===== src/rtl/pwm_sample_scheduler.sv =====
// pwm_sample_scheduler: paces UART-fed 8-bit samples into the PWM DAC at a
// fixed rate. Bursty bytes land in a small FIFO; playback starts once the
// FIFO is primed, releases one sample per tick, holds on underflow and falls
// back to midscale after a prolonged starve.
// Optional build macro PWM_SCHED_STATS_EN adds saturating underflow/overflow
// event counters.
module pwm_sample_scheduler #(
  parameter int         CLK_DIV     = 3125,
  parameter int         FIFO_AW     = 4,
  parameter int         PRIME_LEVEL = 8,
  parameter logic [7:0] IDLE_LEVEL  = 8'h80,
  parameter int         IDLE_TICKS  = 16
) (
  input  logic               clk,
  input  logic               rst_n,
  input  logic               enable,
  input  logic               in_valid,
  input  logic [7:0]         in_data,
  output logic [7:0]         sample_out,
  output logic               sample_strobe,
  output logic               playing,
  output logic               underflow,
  output logic               overflow,
  output logic [FIFO_AW:0]   fifo_level
`ifdef PWM_SCHED_STATS_EN
  ,
  output logic [15:0]        underflow_count,
  output logic [15:0]        overflow_count
`endif
);

  localparam int DEPTH = 1 << FIFO_AW;
  localparam int CW    = (CLK_DIV > 1) ? $clog2(CLK_DIV) : 1;
  localparam int SW    = $clog2(IDLE_TICKS + 1);

  localparam logic [CW-1:0]    TICK_LAST  = CW'(CLK_DIV - 1);
  localparam logic [SW-1:0]    STARVE_MAX = SW'(IDLE_TICKS);
  localparam logic [FIFO_AW:0] PRIME_W    = (FIFO_AW + 1)'(PRIME_LEVEL);
  localparam logic [FIFO_AW:0] FULL_W     = (FIFO_AW + 1)'(DEPTH);

  typedef enum logic [1:0] {S_IDLE, S_PLAY, S_STARVED} state_t;

  state_t             state, state_nxt;
  logic [CW-1:0]      tick_cnt;
  logic               tick;
  logic [SW-1:0]      starve_cnt, starve_nxt, starve_inc;
  logic [7:0]         out_nxt;
  logic               strobe_nxt, unf_nxt;
  logic               pop, push, drop;
  logic               full, empty, primed;
  logic [7:0]         mem [DEPTH];
  logic [FIFO_AW-1:0] wr_ptr, rd_ptr;
  logic [7:0]         rd_data;

  assign tick       = (tick_cnt == TICK_LAST);
  assign full       = (fifo_level == FULL_W);
  assign empty      = (fifo_level == '0);
  assign primed     = (fifo_level >= PRIME_W);
  assign rd_data    = mem[rd_ptr];
  assign starve_inc = starve_cnt + SW'(1);
  assign playing    = (state == S_PLAY);

  // A push may take the slot freed by a same-cycle pop; disabled input is discarded silently.
  assign push = enable & in_valid & (~full | pop);
  assign drop = enable & in_valid & full & ~pop;

  // Free-running sample-rate divider, independent of enable.
  always_ff @(posedge clk) begin
    if (!rst_n || tick) tick_cnt <= '0;
    else                tick_cnt <= tick_cnt + CW'(1);
  end

  // FIFO storage; contents need no reset since level gates every read.
  always_ff @(posedge clk) begin
    if (push) mem[wr_ptr] <= in_data;
  end

  // FIFO pointers and occupancy; disabling playback flushes everything.
  always_ff @(posedge clk) begin
    if (!rst_n || !enable) begin
      wr_ptr     <= '0;
      rd_ptr     <= '0;
      fifo_level <= '0;
    end else begin
      if (push) wr_ptr <= wr_ptr + 1'b1;
      if (pop)  rd_ptr <= rd_ptr + 1'b1;
      case ({push, pop})
        2'b10:   fifo_level <= fifo_level + 1'b1;
        2'b01:   fifo_level <= fifo_level - 1'b1;
        default: fifo_level <= fifo_level;
      endcase
    end
  end

  // State, starve counter and registered DAC-side outputs.
  always_ff @(posedge clk) begin
    if (!rst_n) begin
      state         <= S_IDLE;
      starve_cnt    <= '0;
      sample_out    <= IDLE_LEVEL;
      sample_strobe <= 1'b0;
      underflow     <= 1'b0;
      overflow      <= 1'b0;
    end else begin
      state         <= state_nxt;
      starve_cnt    <= starve_nxt;
      sample_out    <= out_nxt;
      sample_strobe <= strobe_nxt;
      underflow     <= unf_nxt;
      overflow      <= drop;
    end
  end

  // Next-state and output decode; the pop decision is made only in the tick cycle.
  always_comb begin
    state_nxt  = state;
    starve_nxt = starve_cnt;
    out_nxt    = sample_out;
    strobe_nxt = 1'b0;
    unf_nxt    = 1'b0;
    pop        = 1'b0;
    if (!enable) begin
      state_nxt  = S_IDLE;
      starve_nxt = '0;
      out_nxt    = IDLE_LEVEL;
      strobe_nxt = (sample_out != IDLE_LEVEL);
    end else begin
      case (state)
        S_IDLE: begin
          if (primed) state_nxt = S_PLAY;
        end
        S_PLAY: begin
          if (tick) begin
            if (!empty) begin
              pop        = 1'b1;
              out_nxt    = rd_data;
              strobe_nxt = 1'b1;
            end else begin
              unf_nxt    = 1'b1;
              starve_nxt = SW'(1);
              state_nxt  = S_STARVED;
            end
          end
        end
        S_STARVED: begin
          // Refill wins over the idle fallback; popping restarts on the next tick.
          if (primed) begin
            state_nxt  = S_PLAY;
            starve_nxt = '0;
          end else if (tick) begin
            starve_nxt = starve_inc;
            if (starve_inc >= STARVE_MAX) begin
              state_nxt  = S_IDLE;
              starve_nxt = '0;
              out_nxt    = IDLE_LEVEL;
              strobe_nxt = 1'b1;
            end
          end
        end
        default: state_nxt = S_IDLE;
      endcase
    end
  end

`ifdef PWM_SCHED_STATS_EN
  // Saturating event counters; only reset clears them.
  always_ff @(posedge clk) begin
    if (!rst_n) begin
      underflow_count <= '0;
      overflow_count  <= '0;
    end else begin
      if (underflow && underflow_count != 16'hFFFF) underflow_count <= underflow_count + 16'd1;
      if (overflow  && overflow_count  != 16'hFFFF) overflow_count  <= overflow_count + 16'd1;
    end
  end
`endif

endmodule


===== config.mk =====
export PLATFORM = sky130hd
export DESIGN_NAME = pwm_sample_scheduler
export DESIGN_NICKNAME = d
export VERILOG_FILES = /design/src/rtl/pwm_sample_scheduler.sv
export SDC_FILE = /design/constraint.sdc
export NUM_CORES = 1
export LEC_CHECK = 0
export CAP_MARGIN = 20
export CELL_PAD_IN_SITES_DETAIL_PLACEMENT = 0
export CELL_PAD_IN_SITES_GLOBAL_PLACEMENT = 1
export CORE_ASPECT_RATIO = 1.25
export CORE_MARGIN = 2
export CORE_UTILIZATION = 43
export CTS_CLUSTER_SIZE = 24
export DETAILED_ROUTE_END_ITERATION = 7
export GPL_TIMING_DRIVEN = 0
export MAX_ROUTING_LAYER = met4
export PLACE_DENSITY = 0.74
export REMOVE_ABC_BUFFERS = 1
export SYNTH_ARGS = -nofsm -noshare
export SYNTH_HDL_FRONTEND = slang
export SYNTH_SLANG_ARGS = --single-unit

===== constraint.sdc =====
create_clock -name clk -period 3.5 [get_ports clk]
set_clock_uncertainty 0.2 [all_clocks]
set_input_delay 0.7 -clock clk [delete_from_list [all_inputs] [get_ports clk]]
set_output_delay 0.7 -clock clk [all_outputs]
set_load 0.02 [all_outputs]

# Word-level counts from Yosys, hierarchy flattened
# Memories as Yosys holds them, arrays and structs flattened. A register that Yosys moved wholly into a read port is not among the register bits.
# Cells that the tools add are included.
# op_classes
n_lt_le_gt_ge,2
mux,34
n_addsub,6
eq_ne,16
bitwise_logic,7
n_reduce_logical,13
# ops
cell,count
$mux 8,5
$mux 5,5
$pmux 5 s2,2
$pmux 8 s2,1
$add 12x1->12 const B,1
$eq 12x12->1 const B,1
$mux 2,6
$mux 1,11
$add 5x1->5 const B,2
$ne 2x2->1 const B,5
$add 4x1->4 const B,2
$mux 4,2
$ne 8x8->1 const B,1
$reduce_and 4->1,2
$ne 3x3->1 const B,2
$pmux 2 s3,1
$reduce_and 6->1,1
$eq 5x5->1 const B,1
$ge 5x4->1 const B,1
$ge 5x5->1 const B,1
$logic_not 5->1,1
$reduce_and 5->1,1
$sub 5x1->5 const B,1
$and 1x1->1,4
other kinds (11),18
# word_totals
regBits,43
output_inout_bits,17
inputBits,12
mem_bits_rw,128
word_cells,89
n_memories,1
# mem_list
name,words,word_bits,read_ports,rd_clocked_by_memory_dff,write_ports,line_no,source
mem,16,8,1,1,1,51,logic [7:0] mem [DEPTH];

# Depth between registers and ports, before layout
# logic_depth
ltp_word,9
mapped_depth,14

# Least setup slack after synthesis
# No wires, ideal clock.
# synth_path
kind,flip-flop to flip-flop
startpoint,register fifo_level[0]
endpoint,register fifo_level[2]
stages_incl_launch_ff,11
n_path_buf,0
required_time_ns,3.169
arrival_ns,2.407
setup_slack_ns,0.762
path_cell_list,dfxtp_1 or4_4 o21a_2 nand2_1 nor2_1 xor2_1 ha_1 or2_2 nor4_1 o21ai_0 nor3b_1
# synth_between
elab_chain_cells,9
# synth_rtl
element,line_no,source
from (decl),24,output logic [FIFO_AW:0] fifo_level
from (signal assigned),88,2'b10: fifo_level <= fifo_level + 1'b1;
from (signal assigned),89,2'b01: fifo_level <= fifo_level - 1'b1;
from (signal assigned),90,default: fifo_level <= fifo_level;
$logic_not 5->1,57,assign empty = (fifo_level == '0);
$mux 1,134,if (!empty) begin
$mux 1,133,if (tick) begin
$mux 1,128,case (state)
$mux 1,122,if (!enable) begin
$or 1x1->1,64,assign push = enable & in_valid & (~full | pop);
$and 1x1->1,64,
$eq 2x1->1 or $eq 2x2->1 (tied branches),87,"case ({push, pop})"
$pmux 5 s2 or $reduce_bool 2->1 (tied branches),-,
# Parallel ways exist; a longest one is shown, timed or not.
# A chain may end at the register's enable or synchronous reset.

# Final worst setup path
# layout_path
startpoint,register tick_cnt[0]
endpoint,register fifo_level[2]
# layout_between
elab_chain_cells,8
# layout_rtl
element,line_no,source
from (decl),44,logic [CW-1:0] tick_cnt;
from (signal assigned),70,else tick_cnt <= tick_cnt + CW'(1);
$eq 12x12->1 *,55,assign tick = (tick_cnt == TICK_LAST);
$mux 1 *,133,
$mux 1 *,128,
$mux 1 *,122,
$or 1x1->1,64,
$and 1x1->1,64,
$eq 2x1->1 or $eq 2x2->1 (tied branches),87,
$pmux 5 s2 or $reduce_bool 2->1 (tied branches),-,
# Mark *: on every way between the ends. The rest lies on a longest branch, timed or not.

==> results.json <==
{
  "power_frac_clock": 0.435,
  "syn_area_sq_mm": 0.00735,
  "clk_latency_ns": 0.43,
  "place_congestion": 0.773,
  "synth.area.top_cells": "edfxtp_1 52%, dfxtp_1 13%, mux4_1 6.1%",
  "register_area_sq_mm": 0.00479,
  "cts_root_buf": "clkbuf_16",
  "rsz0062_at_grt": "no",
  "clk_pin_slew_worst_paths_ns": 0.07,
  "drive_gt1_frac": 0.122,
  "hpwl_mm": 9.43,
  "synth.yosys.warnings": 0,
  "cap_violations": 0,
  "power_density_mw_per_mm2": 489,
  "cts_tree": "done",
  "syn2layout_area_growth_pct": 14.5,
  "setup_viol": 0,
  "core_area_sq_mm": 0.0168,
  "vdd_drop_max_mv": 0.328,
  "syn_area_per_cell_sq_um": 15.5,
  "multi_input_area_sq_mm": 0.00240,
  "fillCellCount": 1402,
  "p_seq_frac": 0.544,
  "start_util": 0.438,
  "grt_pass1_vias": 4077,
  "worst-path-max-fanout": 10,
  "die_x_microns": 121,
  "final_antenna_net_count": 0,
  "pwr-share-comb": 0.021,
  "cts_setup_buffers": 0,
  "clock_sink_count": 175,
  "status": "complete, no violations",
  "fin_crit_ns": 2.95,
  "preCtsSetupSlack_ns": 0.126,
  "wl_mm": 14.2,
  "start_kind": "flop",
  "slew_headroom": 0.437,
  "postLayoutCellArea_sq_mm": 0.00842,
  "fp-row-count": 53,
  "port_buffers": 28,
  "route.detailed.drc": 0,
  "crit_path_end_kind": "flop",
  "switching_power_w": 0.000910,
  "hold_class": "flop to flop",
  "synth_top_flop_cell": "edfxtp_1",
  "dp_cells": 705,
  "crit_type": "flop to flop",
  "crit_arrival_ns": 3.04,
  "slew_viol_final": 0,
  "cts_buffers": 17,
  "die_h_microns": 150,
  "viasPerCell": 5.58,
  "p_sw_frac": 0.221,
  "synthCells": 473,
  "final.setup.tns_ns": 0,
  "clockBufferDepth": 2,
  "drt_iter0_drc": 313,
  "synth_edf_count": 128,
  "synth_cell_types": 56,
  "worst_pin_slew_ns": 0.843,
  "grt_max_degree": 22,
  "max_freq_mhz": 339,
  "grt_remaining_overflow": 0,
  "post_cts_resized": 0,
  "hold_buffers": 0,
  "dieArea_sq_mm": 0.0182,
  "htree_levels": 4,
  "hold_viol_final": 0,
  "antenna_found_initial": 0,
  "ys_seq_elements": 175,
  "synthArstFlopShare": 0,
  "yosys.area.top_type_share": 0.523,
  "required_ns": 3.59,
  "p_int_w": 0.00320,
  "grt_pass1_wl_mm": 22.4,
  "io_pins": 29,
  "wl_per_cell_microns": 19.2,
  "finalNonFillerCells": 737,
  "drt-pass1-iter-count": 4,
  "leakage_nw": 2.80,
  "power_w": 0.00411,
  "antennaDiodeCount": 0,
  "fin_nets": 530,
  "setup_ws_ns": 0.549,
  "vias": 4115,
  "post-route-period-util": 0.843,
  "post_dp_cell_area_sq_mm": 0.00786,
  "seq_area_frac_synth": 0.651,
  "grtUsageTotal": 0.171,
  "synth.largest_area_cell": "edfxtp_1"
}
synthesized netlist by cell type, types with 5 or more instances:
master and number:
nor2_1 30, o21ai_0 8, nand2_1 17, nor3_1 11
a22o_1 7, dfxtp_1 47, mux4_2 16, mux4_1 17
and3_1 17, clkbuf_1 6, and4_1 5, xor2_1 7
inv_1 9, mux2i_1 10, nand3_1 19, a211oi_1 7
nor2b_1 10, xnor2_1 9, ha_1 14, a21oi_1 19
edfxtp_1 128
routing by layer:
layer	track usage	up-vias	wire length, microns	part of all wire
met1	0.211	2093	6210	0.44
met2	0.281	74	7250	0.51
met4	0.0541	0	230	0.016
met3	0.0398	23	484	0.034
met5	-	-	0	0
li1	-	1925	-	-
power groups by stage:
stage	logic, W	registers (W)	clock network (W)
6_report	0.0000868	0.00224	0.00179
5_1_grt	0.0000969	0.00224	0.00190
4_1_cts	0.0000878	0.00224	0.00181
3_5_place_dp	0.0000875	0.00228	0
3_3_place_gp	0.0000839	0.00228	0
2_1_floorplan	0.0000369	0.00228	0
worst max-delay path, stage by stage, from the launching register on:
cell and delay (ns):
dfxtp_1 0.35, inv_1 0.07, ha_1 0.13, and4bb_2 0.22, and3_1 0.44, nand2_1 0.14
nor2_1 0.14, xor2_1 0.08, ha_1 0.22, or2_2 0.29, nor4_1 0.26, o21ai_0 0.13
nor3b_1 0.15
placed cells by master, fill, tap and decap left out, drive strengths merged, types with 9 or more instances in the layout:
cell type,count
edfxtp,128
clkdlybuf4s50,28
ha,14
nand2,17
xnor2,9
a21oi,20
mux4,33
dfxtp,47
inv,17
nand3,19
nor2b,10
nor2,31
clkbuf,19
and3,17
mux2i,10
o21ai,9
nor3,11
worst paths after layout:
| path | slack (ns) | to | depth (start not counted) | startpoint |
|---|---|---|---|---|
| max reg2reg | 0.55 | fifo_level[2]$_SDFFE_PN0P_ | 12 | tick_cnt[0]$_SDFF_PP0_ |
| min | 0.28 | tick_cnt[0]$_SDFF_PP0_ | 1 | tick_cnt[0]$_SDFF_PP0_ |
| max | 0.55 | fifo_level[2]$_SDFFE_PN0P_ | 12 | tick_cnt[0]$_SDFF_PP0_ |
| min reg2reg | 0.28 | tick_cnt[0]$_SDFF_PP0_ | 1 | tick_cnt[0]$_SDFF_PP0_ |
layout make-up:
cell class / count / area share
well taps: 220 / 0.0327
flip-flops and latches: 175 / 0.568
clock inverters: 13 / 0.0149
clock buffers: 19 / 0.0514
inverters: 9 / 0.00401
multi-input cells: 270 / 0.286
repair buffers: 31 / 0.0431
per-stage QoR:
| stage | utilization | hold slack, ns |
|---|---|---|
| 4_1_cts | 0.502 | 0.284 |
| 2_1_floorplan | - | 0.241 |
| 3_5_place_dp | 0.469 | 0.267 |
| 3_3_place_gp | 0.464 | 0.262 |
| 5_1_grt | 0.502 | 0.323 |
| 6_report | 0.502 | 0.279 |
logic make-up after synthesis:
kind of cell | count (synthesis) | synth area share
AO/OA/AOI/OAI | 62 | 0.0607
XOR/XNOR | 16 | 0.0191
adder cells (fa/ha/maj) | 14 | 0.0238
buffers and inverters | 28 | 0.0225
flip-flops | 175 | 0.651
multiplexers | 43 | 0.123
AND/OR/NAND/NOR | 135 | 0.100
flip-flops by register name, summed over array words and instances (netlist names), named ones only:
name           count
tick_cnt          12
wr_ptr             4
sample_strobe      1
sample_out         8
mem              128
underflow          1
overflow           1
fifo_level         5
rd_ptr             4
state              2
starve_cnt         5
No activity file was read; power rests on OpenSTA's default activity.
